--- config.mk ---
export PLATFORM = sky130hd
export DESIGN_NAME = mips_fetch_unit_flat
export DESIGN_NICKNAME = d
export VERILOG_FILES = /design/src/rtl/mips_fetch_unit_pkg.sv /design/src/rtl/mips_fetch_unit_if.sv /design/src/rtl/mips_fetch_unit_fifo.sv /design/src/rtl/mips_fetch_unit.sv /design/src/flat_wrapper.sv
export SDC_FILE = /design/constraint.sdc
export NUM_CORES = 1
export LEC_CHECK = 0
export CAP_MARGIN = 0
export CORE_MARGIN = 3
export CORE_UTILIZATION = 25
export DETAILED_ROUTE_END_ITERATION = 12
export GPL_TIMING_DRIVEN = 0
export PLACE_DENSITY = 0.51
export SLEW_MARGIN = 15
export SYNTH_ARGS = -nofsm -noshare
export SYNTH_HDL_FRONTEND = slang
export SYNTH_HIERARCHICAL = 1
export SYNTH_SLANG_ARGS = --single-unit
--- constraint.sdc ---
create_clock -name CLOCK_50 -period 8.45 [get_ports CLOCK_50]
set_clock_uncertainty 0.2 [all_clocks]
set_input_delay 2.1125 -clock CLOCK_50 [delete_from_list [all_inputs] [get_ports CLOCK_50]]
set_output_delay 2.1125 -clock CLOCK_50 [all_outputs]
set_load 0.02 [all_outputs]
--- src/rtl/mips_fetch_unit_pkg.sv ---
// Shared defaults and opcode constants for the MIPS fetch/decode boundary.
// The fetch unit takes its parameter defaults from here; decode reuses the opcode set.
package mips_fetch_unit_pkg;

    localparam int          DEF_ADDR_W   = 32;
    localparam int          DEF_INSTR_W  = 32;
    localparam int          DEF_DEPTH    = 4;
    localparam int          DEF_PC_STEP  = 4;
    localparam logic [31:0] DEF_RESET_PC = 32'h0000_0000;

    typedef enum logic [5:0] {
        OP_RTYPE  = 6'h00,
        OP_REGIMM = 6'h01,
        OP_J      = 6'h02,
        OP_JAL    = 6'h03,
        OP_BEQ    = 6'h04,
        OP_BNE    = 6'h05,
        OP_ADDIU  = 6'h09,
        OP_LUI    = 6'h0F,
        OP_LW     = 6'h23,
        OP_SW     = 6'h2B
    } opcode_e;

    function automatic logic [5:0] opcode_of(input logic [31:0] instr);
        return instr[31:26];
    endfunction

    // Counters that must hold 0..depth inclusive.
    function automatic int count_w(input int depth);
        return $clog2(depth + 1);
    endfunction

endpackage

--- src/rtl/mips_fetch_unit_if.sv ---
// Bundle of the fetch unit's memory-side and decode-side signals.
// master = fetch unit, slave = instruction memory plus decode/control.
interface mips_fetch_unit_if #(
    parameter int ADDR_W  = 32,
    parameter int INSTR_W = 32
);

    // Valid/ready: a transfer happens on a rising edge where valid and ready are both 1;
    // valid never waits on ready. Responses carry no ready and arrive in request order.
    logic               imem_req_valid;
    logic               imem_req_ready;
    logic [ADDR_W-1:0]  imem_req_addr;
    logic               imem_rsp_valid;
    logic [INSTR_W-1:0] imem_rsp_data;

    logic               inst_valid;
    logic               inst_ready;
    logic [INSTR_W-1:0] instruction;
    logic [ADDR_W-1:0]  inst_pc;
    logic [ADDR_W-1:0]  inst_pc_next;

    logic               pause;
    logic               redirect_valid;
    logic [ADDR_W-1:0]  redirect_pc;

    modport master (
        output imem_req_valid, imem_req_addr,
        input  imem_req_ready, imem_rsp_valid, imem_rsp_data,
        output inst_valid, instruction, inst_pc, inst_pc_next,
        input  inst_ready, pause, redirect_valid, redirect_pc
    );

    modport slave (
        input  imem_req_valid, imem_req_addr,
        output imem_req_ready, imem_rsp_valid, imem_rsp_data,
        input  inst_valid, instruction, inst_pc, inst_pc_next,
        output inst_ready, pause, redirect_valid, redirect_pc
    );

endinterface

--- src/rtl/mips_fetch_unit_fifo.sv ---
// Synchronous prefetch FIFO with flush; head is read straight from storage (no bypass),
// so a pushed entry becomes visible the cycle after its push.
module fetch_fifo
    import mips_fetch_unit_pkg::*;
#(
    parameter int WIDTH = 64,
    parameter int DEPTH = 4,
    localparam int CW   = count_w(DEPTH),
    localparam int PW   = $clog2(DEPTH)
) (
    input  logic             clk,
    input  logic             reset,
    input  logic             push,
    input  logic [WIDTH-1:0] push_data,
    input  logic             pop,
    input  logic             flush,
    output logic [WIDTH-1:0] head_data,
    output logic [CW-1:0]    count,
    output logic             full,
    output logic             empty
);

    logic [WIDTH-1:0] mem [DEPTH];
    logic [PW-1:0]    wr_ptr;
    logic [PW-1:0]    rd_ptr;
    logic             do_push;
    logic             do_pop;

    // Explicit wrap so non-power-of-two depths work.
    function automatic logic [PW-1:0] ptr_next(input logic [PW-1:0] p);
        return (p == PW'(DEPTH - 1)) ? '0 : p + PW'(1);
    endfunction

    assign do_push   = push && !full;
    assign do_pop    = pop && !empty;
    assign full      = (count == CW'(DEPTH));
    assign empty     = (count == '0);
    assign head_data = mem[rd_ptr];

    always_ff @(posedge clk) begin
        if (reset || flush) begin
            wr_ptr <= '0;
            rd_ptr <= '0;
            count  <= '0;
        end else begin
            if (do_push) wr_ptr <= ptr_next(wr_ptr);
            if (do_pop)  rd_ptr <= ptr_next(rd_ptr);
            count <= count + CW'(do_push) - CW'(do_pop);
        end
    end

    always_ff @(posedge clk) begin
        if (do_push && !flush && !reset) mem[wr_ptr] <= push_data;
    end

endmodule

--- src/rtl/mips_fetch_unit.sv ---
// Instruction-fetch stage: owns the PC, issues pipelined memory requests, tags responses with
// their issue address and buffers them for decode; supports pause and branch/jump redirect.
module mips_fetch_unit
    import mips_fetch_unit_pkg::*;
#(
    parameter int                ADDR_W   = DEF_ADDR_W,
    parameter int                INSTR_W  = DEF_INSTR_W,
    parameter int                DEPTH    = DEF_DEPTH,
    parameter int                PC_STEP  = DEF_PC_STEP,
    parameter logic [ADDR_W-1:0] RESET_PC = ADDR_W'(DEF_RESET_PC)
) (
    input  logic             CLOCK_50,
    input  logic             reset,
    mips_fetch_unit_if.master bus
);

    localparam int CW = count_w(DEPTH);
    localparam int PW = $clog2(DEPTH);
    localparam int FW = INSTR_W + ADDR_W;

    logic [ADDR_W-1:0]  fetch_pc;
    logic [CW-1:0]      outstanding;
    logic [CW-1:0]      outstanding_nxt;
    logic [CW-1:0]      discard;
    logic [CW-1:0]      fifo_count;
    logic [CW:0]        in_use;

    logic               issue_ok;
    logic               issue;
    logic               rsp_ok;
    logic               rsp_drop;
    logic               push;
    logic               pop;
    logic               fifo_full;
    logic               fifo_empty;

    logic [ADDR_W-1:0]  tag_q [DEPTH];
    logic [PW-1:0]      tag_wr;
    logic [PW-1:0]      tag_rd;

    logic [FW-1:0]      head_data;
    logic [INSTR_W-1:0] head_instr;
    logic [ADDR_W-1:0]  head_pc;

    function automatic logic [PW-1:0] ptr_next(input logic [PW-1:0] p);
        return (p == PW'(DEPTH - 1)) ? '0 : p + PW'(1);
    endfunction

    // FIFO space is reserved at issue time, so a response always finds a free slot.
    assign in_use   = {1'b0, fifo_count} + {1'b0, outstanding};
    assign issue_ok = !bus.pause && !reset && !bus.redirect_valid && (in_use < (CW+1)'(DEPTH));
    assign issue    = issue_ok && bus.imem_req_ready;

    // A response with nothing outstanding is a protocol violation and is ignored.
    assign rsp_ok   = bus.imem_rsp_valid && (outstanding != '0);
    assign rsp_drop = rsp_ok && (discard != '0);
    assign push     = rsp_ok && (discard == '0) && !bus.redirect_valid && !fifo_full;
    assign pop      = bus.inst_valid && bus.inst_ready && !bus.pause && !bus.redirect_valid;

    assign outstanding_nxt = outstanding + CW'(issue) - CW'(rsp_ok);

    fetch_fifo #(
        .WIDTH (FW),
        .DEPTH (DEPTH)
    ) u_fifo (
        .clk       (CLOCK_50),
        .reset     (reset),
        .push      (push),
        .push_data ({bus.imem_rsp_data, tag_q[tag_rd]}),
        .pop       (pop),
        .flush     (bus.redirect_valid),
        .head_data (head_data),
        .count     (fifo_count),
        .full      (fifo_full),
        .empty     (fifo_empty)
    );

    assign {head_instr, head_pc} = head_data;

    assign bus.imem_req_valid = issue_ok;
    assign bus.imem_req_addr  = fetch_pc;
    assign bus.inst_valid     = !fifo_empty;
    assign bus.instruction    = fifo_empty ? '0 : head_instr;
    assign bus.inst_pc        = fifo_empty ? '0 : head_pc;
    assign bus.inst_pc_next   = fifo_empty ? '0 : head_pc + ADDR_W'(PC_STEP);

    // Every in-flight request at a redirect belongs to the old stream and must be discarded.
    always_ff @(posedge CLOCK_50) begin
        if (reset) begin
            fetch_pc    <= RESET_PC;
            outstanding <= '0;
            discard     <= '0;
            tag_wr      <= '0;
            tag_rd      <= '0;
        end else begin
            outstanding <= outstanding_nxt;
            if (issue)  tag_wr <= ptr_next(tag_wr);
            if (rsp_ok) tag_rd <= ptr_next(tag_rd);
            if (bus.redirect_valid) begin
                fetch_pc <= {bus.redirect_pc[ADDR_W-1:2], 2'b00};
                discard  <= outstanding_nxt;
            end else begin
                if (issue)    fetch_pc <= fetch_pc + ADDR_W'(PC_STEP);
                if (rsp_drop) discard  <= discard - CW'(1);
            end
        end
    end

    always_ff @(posedge CLOCK_50) begin
        if (issue) tag_q[tag_wr] <= fetch_pc;
    end

endmodule

--- src/flat_wrapper.sv ---
// flat-port wrapper written by rule: the top's interface ports become plain ports
module mips_fetch_unit_flat import mips_fetch_unit_pkg::*;
#(
    parameter int                ADDR_W   = DEF_ADDR_W,
    parameter int                INSTR_W  = DEF_INSTR_W,
    parameter int                DEPTH    = DEF_DEPTH,
    parameter int                PC_STEP  = DEF_PC_STEP,
    parameter logic [ADDR_W-1:0] RESET_PC = ADDR_W'(DEF_RESET_PC)
)
  (CLOCK_50, reset, bus_imem_req_valid, bus_imem_req_addr, bus_imem_req_ready, bus_imem_rsp_valid, bus_imem_rsp_data, bus_inst_valid, bus_instruction, bus_inst_pc, bus_inst_pc_next, bus_inst_ready, bus_pause, bus_redirect_valid, bus_redirect_pc);
  mips_fetch_unit_if #(.ADDR_W(ADDR_W), .INSTR_W(INSTR_W)) bus_i ();
  input  logic CLOCK_50;
  input  logic reset;
  output wire logic [$bits(bus_i.imem_req_valid)-1:0] bus_imem_req_valid;
  output wire logic [$bits(bus_i.imem_req_addr)-1:0] bus_imem_req_addr;
  input wire logic [$bits(bus_i.imem_req_ready)-1:0] bus_imem_req_ready;
  input wire logic [$bits(bus_i.imem_rsp_valid)-1:0] bus_imem_rsp_valid;
  input wire logic [$bits(bus_i.imem_rsp_data)-1:0] bus_imem_rsp_data;
  output wire logic [$bits(bus_i.inst_valid)-1:0] bus_inst_valid;
  output wire logic [$bits(bus_i.instruction)-1:0] bus_instruction;
  output wire logic [$bits(bus_i.inst_pc)-1:0] bus_inst_pc;
  output wire logic [$bits(bus_i.inst_pc_next)-1:0] bus_inst_pc_next;
  input wire logic [$bits(bus_i.inst_ready)-1:0] bus_inst_ready;
  input wire logic [$bits(bus_i.pause)-1:0] bus_pause;
  input wire logic [$bits(bus_i.redirect_valid)-1:0] bus_redirect_valid;
  input wire logic [$bits(bus_i.redirect_pc)-1:0] bus_redirect_pc;
  assign bus_imem_req_valid = bus_i.imem_req_valid;
  assign bus_imem_req_addr = bus_i.imem_req_addr;
  assign bus_i.imem_req_ready = bus_imem_req_ready;
  assign bus_i.imem_rsp_valid = bus_imem_rsp_valid;
  assign bus_i.imem_rsp_data = bus_imem_rsp_data;
  assign bus_inst_valid = bus_i.inst_valid;
  assign bus_instruction = bus_i.instruction;
  assign bus_inst_pc = bus_i.inst_pc;
  assign bus_inst_pc_next = bus_i.inst_pc_next;
  assign bus_i.inst_ready = bus_inst_ready;
  assign bus_i.pause = bus_pause;
  assign bus_i.redirect_valid = bus_redirect_valid;
  assign bus_i.redirect_pc = bus_redirect_pc;
  mips_fetch_unit #(.ADDR_W(ADDR_W), .INSTR_W(INSTR_W), .DEPTH(DEPTH), .PC_STEP(PC_STEP), .RESET_PC(RESET_PC)) u_core (.CLOCK_50(CLOCK_50), .reset(reset), .bus(bus_i));
endmodule
==> impl_metrics.yaml, run 1 <==
worst_setup_path:
  startpoint_type: "register"
  slowest_delay_ns: 0.68
  rr_worst_depth: 13
  path_depth: 10
  cp.arrival_ns: 4.13
  slowest_stage: "nor4_4"
  path_delay_family: "buffers and inverters"
  worstPathCellList: "clkbuf_2 -> buf_2 -> mux4_2 -> ha_1 -> nand2_1 -> nor4_4 -> nand4_1 -> xor2_1 -> nor2_1 -> clkdlybuf4s50_1"
  end_kind: "output pin"
  cp_max_fo: 10
  cp_data_required_time_ns: 6.14
  path_class: "reg2out"
  critPathBufInv: 3
global_route:
  grt-ovfl-total: 0
  grt_usage_pct: 12.5
  first_global_vias: 10700
  grt_pass1_wl_mm: 69.5
  antenna_found_initial: 0
  grt_max_degree: 44
logic_synthesis:
  async_flop_share_pct: 0
  synth_edf_count: 376
  synth_cell_types: 61
  synth_most_common_cell: "edfxtp_1"
  netlist_top_cells_area: "edfxtp_1, mux4_2, dfxtp_1"
  netlist_instances: 1057
  ys.flop_type: "edfxtp_1"
  seq_area_frac_synth_pct: 69.1
  yosys.area.top_type: "edfxtp_1"
  synth-seq-cells: 427
  yosys.area.top_type_share_pct: 63.4
  netlist_top_cells_count: "edfxtp_1, mux4_2, nor2b_1"
  synth_area_um2: 17800
  yosys_warnings: 6
  avgSynthCellArea_um2: 16.9
route:
  ant_nets: 0
  first_pass_iters: 5
  viasPerCell: 4.44
  wl_mm: 46.6
  drc_errors: 0
  vias: 10200
  wl_per_cell_um: 20.3
  drt-initial-drc-count: 726
floorplan:
  rows: 97
  start_util_pct: 25.3
  design.die.area_um2: 74500
  fp.coreArea_um2: 70300
  die_width_um: 273
  die_h_um: 273
  io_pins: 201
placement:
  dp.cells: 2211
  portBuffers: 196
  place_hpwl_mm: 32.4
  gp_congestion: 0.795
hold_path:
  whs_path_depth: 2
  min_path_type: "reg2reg"
cells_and_area:
  finalNetCount: 1413
  fillCellCount: 6803
  syn_to_final_growth_pct: 28.1
  utilization_pct: 32.5
  drive_gt1_share_pct: 16.7
  final_cells: 2299
clocking:
  cts_sinks: 427
  ctsHoldBuffers: 0
  cts_tree: "yes"
  cts_buffer_depth: 3
  root_buffer: "clkbuf_16"
  clk_pin_slew_ns: 0.06
  postCtsSetupRepairBufs: 0
  cts_resized: 0
  cts_inserted_buffers: 47
  htreeDepth: 2
  clock_latency_ns: 0.58
power_and_ir_drop:
  pwr-share-clk_pct: 41.5
  p_leak_nw: 7.09
  combinationalPowerShare_pct: 10.1
  p_int_w: 0.00385
  pwr-share-seq_pct: 48.4
  power.switching_w: 0.00116
  netSwitchingFraction_pct: 23.2
  p_per_area_nw_per_um2: 220
  ir_drop_mv: 0.117
timing:
  tns_ns: 0
  holdWs_ns: 0.294
  relSlewSlack_pct: 22.1
  max_freq_mhz: 155
  slew_viol_final: 0
  hold_viol: 0
  timing.final.crit_share_pct: 76.3
  setup_viol: 0
  tightestPinTransition_ns: 1.17
  fin_crit_ns: 6.45
  rsz0062_at_grt: "false"
flow_run:
  maxCapViolCount: 0
run_status:
  status: "complete, no violations"
## power by group through the flow
stage	clock (W)	combinational [W]	sequential, W
2_1_floorplan	0	0.000293	0.00246
3_3_place_gp	0	0.000504	0.00247
3_5_place_dp	0	0.000518	0.00247
4_1_cts	0.00215	0.000520	0.00242
5_1_grt	0.00223	0.000555	0.00243
6_report	0.00208	0.000508	0.00242
## cells by family after synthesis
logic type,synth area share (%)
fa+ha+maj,1.63
other cells,0.0211
xor+xnor,1.57
buf+inv,2.48
flops,69.1
compound gates,3.13
simple gates,9.79
mux,12.3
## worst paths after layout
kind	from	endpoint	slack [ns]
hold reg to reg	u_core/tag_rd[1]	u_core/tag_rd[1]	0.29
setup / recovery	register	bus_inst_pc_next[26]	2.00
hold / removal	u_core/tag_rd[1]	u_core/tag_rd[1]	0.29
setup reg to reg	u_core/u_fifo/count[1]	u_core/u_fifo/count[2]	4.42
## area by class of cell
type	instances	area (um2)	share of cell area [%]
Sequential cell	427	12300	54.0
Multi-Input combinational cell	564	5120	22.5
Timing Repair Buffer	205	2180	9.55
Clock buffer	61	1260	5.52
Tap cell	940	1180	5.16
Buffer	55	367	1.61
Clock inverter	26	315	1.38
Inverter	20	75.1	0.329
Antenna cell	1	2.50	0.0110
## worst register-to-register path: cells and delay by family, from the launching register on
family / cells / cell delay (ns)
simple gates: 3 / 0.81
buf+inv: 4 / 1.21
compound gates: 1 / 0.20
fa+ha+maj: 3 / 0.87
flops: 1 / 0.38
xor+xnor: 2 / 0.27
## metrics by stage
stage	area, um2	worst slack [ns]	total power [W]
after floorplan	17800	3.27	0.00275
after global placement	21000	0.928	0.00297
after detailed placement	21200	2.18	0.00298
after CTS	22800	1.79	0.00509
after global routing	22800	1.60	0.00522
final	22800	2.00	0.00501
## registers in the layout, summed over array words and instances (netlist names), named ones only
register / flops
u_core/u_fifo/rd_ptr: 2
u_core/discard: 3
u_core/tag_q: 120
u_core/tag_wr: 2
u_core/bus.imem_req_addr: 30
u_core/u_fifo/mem: 256
u_core/tag_rd: 2
u_core/u_fifo/count: 3
u_core/u_fifo/wr_ptr: 2
u_core/outstanding: 3
## routing by layer
| metal | routed length [um] | part of all wire [%] | track usage (%) |
|---|---|---|---|
| met5 | 0 | 0 | 0 |
| met4 | 980 | 2.1 | 3.23 |
| met3 | 2320 | 5.0 | 2.63 |
| met2 | 23200 | 50 | 21.5 |
| met1 | 20100 | 43 | 15.9 |
## placed cells by master, fill, tap and decap left out, types with 9 or more instances in the layout
cell type / instances
a21oi_1: 27
a31oi_1: 17
and2_1: 9
buf_2: 16
clkbuf_1: 34
clkbuf_16: 48
clkdlybuf4s50_1: 196
conb_1: 10
dfxtp_1: 51
edfxtp_1: 376
ha_1: 20
inv_1: 18
mux4_2: 90
nand2_1: 50
nand3_1: 33
nand4_1: 18
nor2_1: 60
nor2b_1: 67
o21ai_0: 22
or3_1: 11
xor2_1: 24
Note: power is estimated with default switching activity, not from simulation.
==> inputs of run 2 (changes only) <==
==> constraint.sdc (replaced) <==
create_clock -name CLOCK_50 -period 6.1 [get_ports CLOCK_50]
set_clock_uncertainty 0.2 [all_clocks]
set_input_delay 1.525 -clock CLOCK_50 [delete_from_list [all_inputs] [get_ports CLOCK_50]]
set_output_delay 1.525 -clock CLOCK_50 [all_outputs]
set_load 0.02 [all_outputs]
==> run 2 against run 1 <==
Count of clock-buffer cells in the layout unchanged. Highest routed layer unchanged. Largest power group unchanged. Wire length about the same. First-iteration DRC count up 2.2%. Combinational power up 38%. Non-clock buffer count up 1. Global-route usage unchanged. Critical path depth down 1.
==> impl_metrics.yaml, run 2 (synthesis results as in run 1) <==
worst_setup_path:
  cp_max_fo: 10
  r2r_setup_slack_ns: 1.96
  cp_data_required_time_ns: 4.38
  startpoint_type: "register"
  end_kind: "output pin"
  path_class: "reg2out"
  cp.arrival_ns: 4.06
flow_run:
  maxCapViolCount: 0
clocking:
  clk_pin_slew_ns: 0.06
  cts_resized: 0
  clock_latency_ns: 0.58
  htreeDepth: 2
  cts_buffer_depth: 3
  cts_inserted_buffers: 47
  cts_tree: "yes"
  cts_sinks: 427
  root_buffer: "clkbuf_16"
floorplan:
  io_pins: 201
  design.die.area_um2: 74500
  start_util_pct: 25.3
  fp.coreArea_um2: 70300
  rows: 97
  die_h_um: 273
  die_width_um: 273
hold_path:
  min_path_type: "reg2reg"
power_and_ir_drop:
  p_int_w: 0.00533
  ir_drop_mv: 0.162
  pwr-share-clk_pct: 41.5
  combinationalPowerShare_pct: 10.1
  netSwitchingFraction_pct: 23.2
  pwr-share-seq_pct: 48.4
  p_per_area_nw_per_um2: 304
  power.switching_w: 0.00161
  p_leak_nw: 7.09
route:
  ant_nets: 0
  first_pass_iters: 6
  vias: 10200
  drt-initial-drc-count: 742
  wl_mm: 46.6
  drc_errors: 0
  wl_per_cell_um: 20.3
  viasPerCell: 4.43
cells_and_area:
  largest_reg_flops: 256
  layout.cells.most_common: "edfxtp_1"
  syn_to_final_growth_pct: 28.2
  finalNetCount: 1414
  regMostFlops: "u_core/u_fifo/mem"
  drive_gt1_share_pct: 16.8
  utilization_pct: 32.5
  layout_common_cells: "edfxtp_1, clkdlybuf4s50_1, mux4_2"
  fillCellCount: 6802
global_route:
  first_global_vias: 10700
  grt_max_degree: 44
  grt-ovfl-total: 0
  grt_pass1_wl_mm: 69.5
  antenna_found_initial: 0
  grt_usage_pct: 12.5
timing:
  fin_crit_ns: 5.78
  tightestPinTransition_ns: 1.22
  timing.final.crit_share_pct: 94.8
  tns_ns: 0
  setup_viol: 0
  slew_viol_final: 0
  setup_slack_ns: 0.319
  relSlewSlack_pct: 19.0
  hold_viol: 0
  holdWs_ns: 0.296
  rsz0062_at_grt: "false"
  max_freq_mhz: 173
placement:
  place_hpwl_mm: 32.4
  gp_congestion: 0.795
  portBuffers: 196
  pre_cts_ws_ns: 0.661
run_status:
  status: "complete, no violations"
-- run 2: cell count changes in the layout (fill, tap and decap cells not counted), sizes merged --
cell,delta
buf,+1
-- run 2: final cells by class --
| class | instances | area (um2) | share of cell area, % |
|---|---|---|---|
| flip-flops and latches | 427 | 12300 | 53.9 |
| multi-input cells | 564 | 5120 | 22.4 |
| repair buffers | 206 | 2200 | 9.63 |
| clock buffers | 61 | 1260 | 5.52 |
| well taps | 940 | 1180 | 5.15 |
| plain buffers | 55 | 367 | 1.61 |
| clock inverters | 26 | 315 | 1.38 |
| inverters | 20 | 75.1 | 0.329 |
| diodes | 1 | 2.50 | 0.0110 |
-- run 2: timing repair --
item                       in CTS  in global routing
buffers inserted                0                  1
hold buffers                    0                  0
setup endpoints to repair       0                  8
-- run 2: path summary, 6_finish.rpt --
path	startpoint	depth (start not counted)	endpoint
max	register	9	bus_inst_pc_next[31]
min	u_core/tag_rd[1]	2	u_core/tag_rd[1]
max reg2reg	u_core/u_fifo/count[1]	13	u_core/u_fifo/count[2]
min reg2reg	u_core/tag_rd[1]	2	u_core/tag_rd[1]
-- run 2: metal layers --
layer / share of wire (%) / GRT usage [%] / vias up / wire (um)
met4: 2.1 / 3.23 / 0 / 977
met3: 5.1 / 2.63 / 57 / 2390
li1: - / - / 4680 / -
met5: 0 / 0 / - / 0
met1: 43 / 15.9 / 5173 / 20100
met2: 50 / 21.5 / 277 / 23100
-- run 2: worst max-delay path, stage by stage (launching register included) --
cell and delay, ns:
dfxtp_1 0.30, clkbuf_2 0.31, buf_2 0.35, mux4_2 0.35, nand4_1 0.22, nor2_2 0.50, nand4_4 0.21, or4_1 0.51
nand2_1 0.10, clkdlybuf4s50_1 0.60
-- run 2: power by group through the flow --
stage	sequential, W	combinational, W	clock, W
floorplan	0.00341	0.000407	0
global placement	0.00342	0.000698	0
detailed placement	0.00342	0.000717	0
CTS	0.00336	0.000721	0.00297
global route	0.00336	0.000769	0.00309
finish	0.00336	0.000703	0.00288
-- run 2: stage by stage --
| stage | total power, W | area (um2) | cells |
|---|---|---|---|
| after floorplan | 0.00382 | 17800 | 1066 |
| after global placement | 0.00411 | 21000 | 2202 |
| after detailed placement | 0.00413 | 21200 | 2211 |
| after CTS | 0.00705 | 22800 | 2298 |
| after global routing | 0.00723 | 22800 | 2299 |
| final | 0.00694 | 22800 | 2300 |
==> patch, RTL diff (settings of run 2) <==
Compare `count` against `CW'(DEPTH)` with >= in place of ==.
--- a/src/rtl/mips_fetch_unit_fifo.sv
+++ b/src/rtl/mips_fetch_unit_fifo.sv
@@ -34,5 +34,5 @@
     assign do_push   = push && !full;
     assign do_pop    = pop && !empty;
-    assign full      = (count == CW'(DEPTH));
+    assign full      = (count >= CW'(DEPTH));
     assign empty     = (count == '0);
     assign head_data = mem[rd_ptr];
Check against the original RTL: same outputs for any inputs over 4 cycles, from zero or initial values and one cycle with reset high; that may be too few to reach the edited logic, so the function may still have changed.
==> patch against run 2 <==
- sequential cell count unchanged
- largest power group unchanged
- synthesized area decreased by 0.93%
- design area decreased by 1.4%
- setup slack got worse by 52 ps
- hold slack improved by 4.1 ps
- combinational power about the same
- power decreased by 2.4%
- wire length decreased by 1.3%
- highest routed layer unchanged
- synthesized cell count decreased by 1.8%
==> patch: results (changes against run 2) <==
| Metric | Value |
|---|---|
| Vias in the first global route | 10430 (-2.2%) |
| Distinct cell type count of the synthesized netlist | 56 (-8.2%) |
| Worst path arrival time | 4110 ps (+50 ps) |
| Post-synth top cells | edfxtp_1, mux4_2, nor2b_1 |
| Drt first pass iters | 5 (-1) |
| Clock Power | 0.00271 W (-6%) |
| CP delay by family, top | buffers and inverters |
| Post-layout nets | 1393 (-1.5%) |
| First-pass GRT wire length | 68410 um (-1.6%) |
| Reg-to-reg startpoint | u_core/u_fifo/count[1]$_SDFF_PP0_ |
| GRT Util Overall | 0.1235 (-0.001167) |
| DR vias/cell | 4.497 (+1.5%) |
| Status | finished, final reports clean |
| Placed inst area | 21030 um2 (-0.96%) |
| Synth area leaders | edfxtp_1, mux4_2, dfxtp_1, nor2b_1, ha_1 |
| Initial DRC count | 809 (+9.0%) |
| VDD IR max | 0.1569 mV (-3.1%) |
| Cells on worst reg2reg path | 12 (-1) |
| WP depth | 10 (+1) |
| Worst reg-to-reg setup slack | 2140 ps (+180 ps) |
| Hpwl dp | 31590 um (-2.6%) |
| Final GP Congestion | 0.7855 (-1.1%) |
| End of the critical path | bus_inst_pc_next[25] |
| Leak | 6.977 nW (-1.6%) |
| Hold Path Depth | 2 (unchanged) |
| Dpl ws | 628.2 ps (-32.66 ps) |
| Highest clock rate | 171.4 MHz (-0.89%) |
| Part of the power in registers | 0.495 (+0.011) |
| Largest net degree at the start of global routing | 45 (+2.3%) |
| Fraction of layout cells with a size suffix above 1 | 0.1604 (-0.007323) |
| WL/cell | 20.24 um (about the same) |
| Sequential area share after synthesis | 0.6978 (+0.006519) |
| CP peak stage delay | 670 ps (+70 ps) |
| Slew @ Worst Pin | 871.2 ps (-344.1 ps) |
| # fillers | 6747 (-0.81%) |
==> patch: cell count changes in the layout (fill, tap and decap cells not counted), sizes merged, moves of 6 or more <==
| cell | delta |
|---|---|
| nand3 | -6 |
| xnor2 | +15 |
| nand2 | -8 |
| xor2 | -13 |
| nor2 | -10 |
| nand4 | -7 |
| clkbuf | +6 |
| and3 | +9 |
==> patch: worst min-delay path by stage <==
stage	to	slack (ps)	start
final	flop	300	u_core/tag_rd[1]$_SDFFE_PP0N_
after detailed placement	flop	300	u_core/tag_rd[1]$_SDFFE_PP0N_
after CTS	u_core/tag_rd[1]$_SDFFE_PP0N_	300	u_core/tag_rd[1]$_SDFFE_PP0N_
after global routing	u_core/tag_wr[1]$_SDFFE_PP0P_	330	u_core/tag_wr[1]$_SDFFE_PP0P_
after global placement	u_core/tag_rd[1]$_SDFFE_PP0N_	280	u_core/tag_rd[1]$_SDFFE_PP0N_
after floorplan	flop	250	u_core/tag_rd[1]$_SDFFE_PP0N_
==> patch: timing repair <==
action	CTS	global route
setup endpoints to repair	0	8
buffers inserted	0	1
hold endpoints to repair	0	0
gates resized for setup	0	1
==> patch: metrics by stage <==
step	instances	total power, W	setup TNS, ps	hold slack, ps
floorplan	1047	0.003811	0	254.1
global placement	2174	0.004113	-212170	275.3
detailed placement	2182	0.004132	0	295.5
CTS	2270	0.006875	0	304.3
global route	2271	0.007068	0	327.9
finish	2272	0.006772	0	299.7
==> patch: logic make-up (layout without fill, tap and decap cells) <==
group	after synthesis	in the layout	share of synthesized area
DFF	427	427	0.6978
and+or+nand+nor	294	294	0.09155
muxes	97	97	0.1225
AOI/OAI and AO/OA	88	88	0.03070
buffers and inverters	76	369	0.02461
xor gates and xnor gates	34	34	0.01688
adders and majority gates	21	21	0.01574
other	1	11	0.0002125
==> patch: cell type report <==
| cell class | count | area, um2 | area share |
|---|---|---|---|
| inverters | 18 | 67.56 | 0.003001 |
| diodes | 1 | 2.502 | 0.0001111 |
| flip-flops and latches | 427 | 12310 | 0.5468 |
| multi-input cells | 544 | 4962 | 0.2204 |
| plain buffers | 58 | 369.1 | 0.01639 |
| clock inverters | 28 | 232.7 | 0.01034 |
| repair buffers | 205 | 2160 | 0.09592 |
| well taps | 931 | 1165 | 0.05174 |
| clock buffers | 60 | 1245 | 0.05529 |
==> patch: routing by layer <==
| metal | share of wire | global-route usage | up-vias | wire [um] |
|---|---|---|---|---|
| li1 | - | - | 4612 | - |
| met1 | 0.46 | 0.1739 | 5222 | 21280 |
| met2 | 0.46 | 0.1932 | 324 | 21040 |
| met3 | 0.058 | 0.02766 | 59 | 2672 |
| met4 | 0.022 | 0.03106 | 0 | 994 |
| met5 | 0 | 0 | - | 0 |
==> patch: tightest hold or removal path, stage by stage (launching register included) <==
cell     delay (ps)
dfxtp_1         320
nand2_1          50
a21oi_1          70
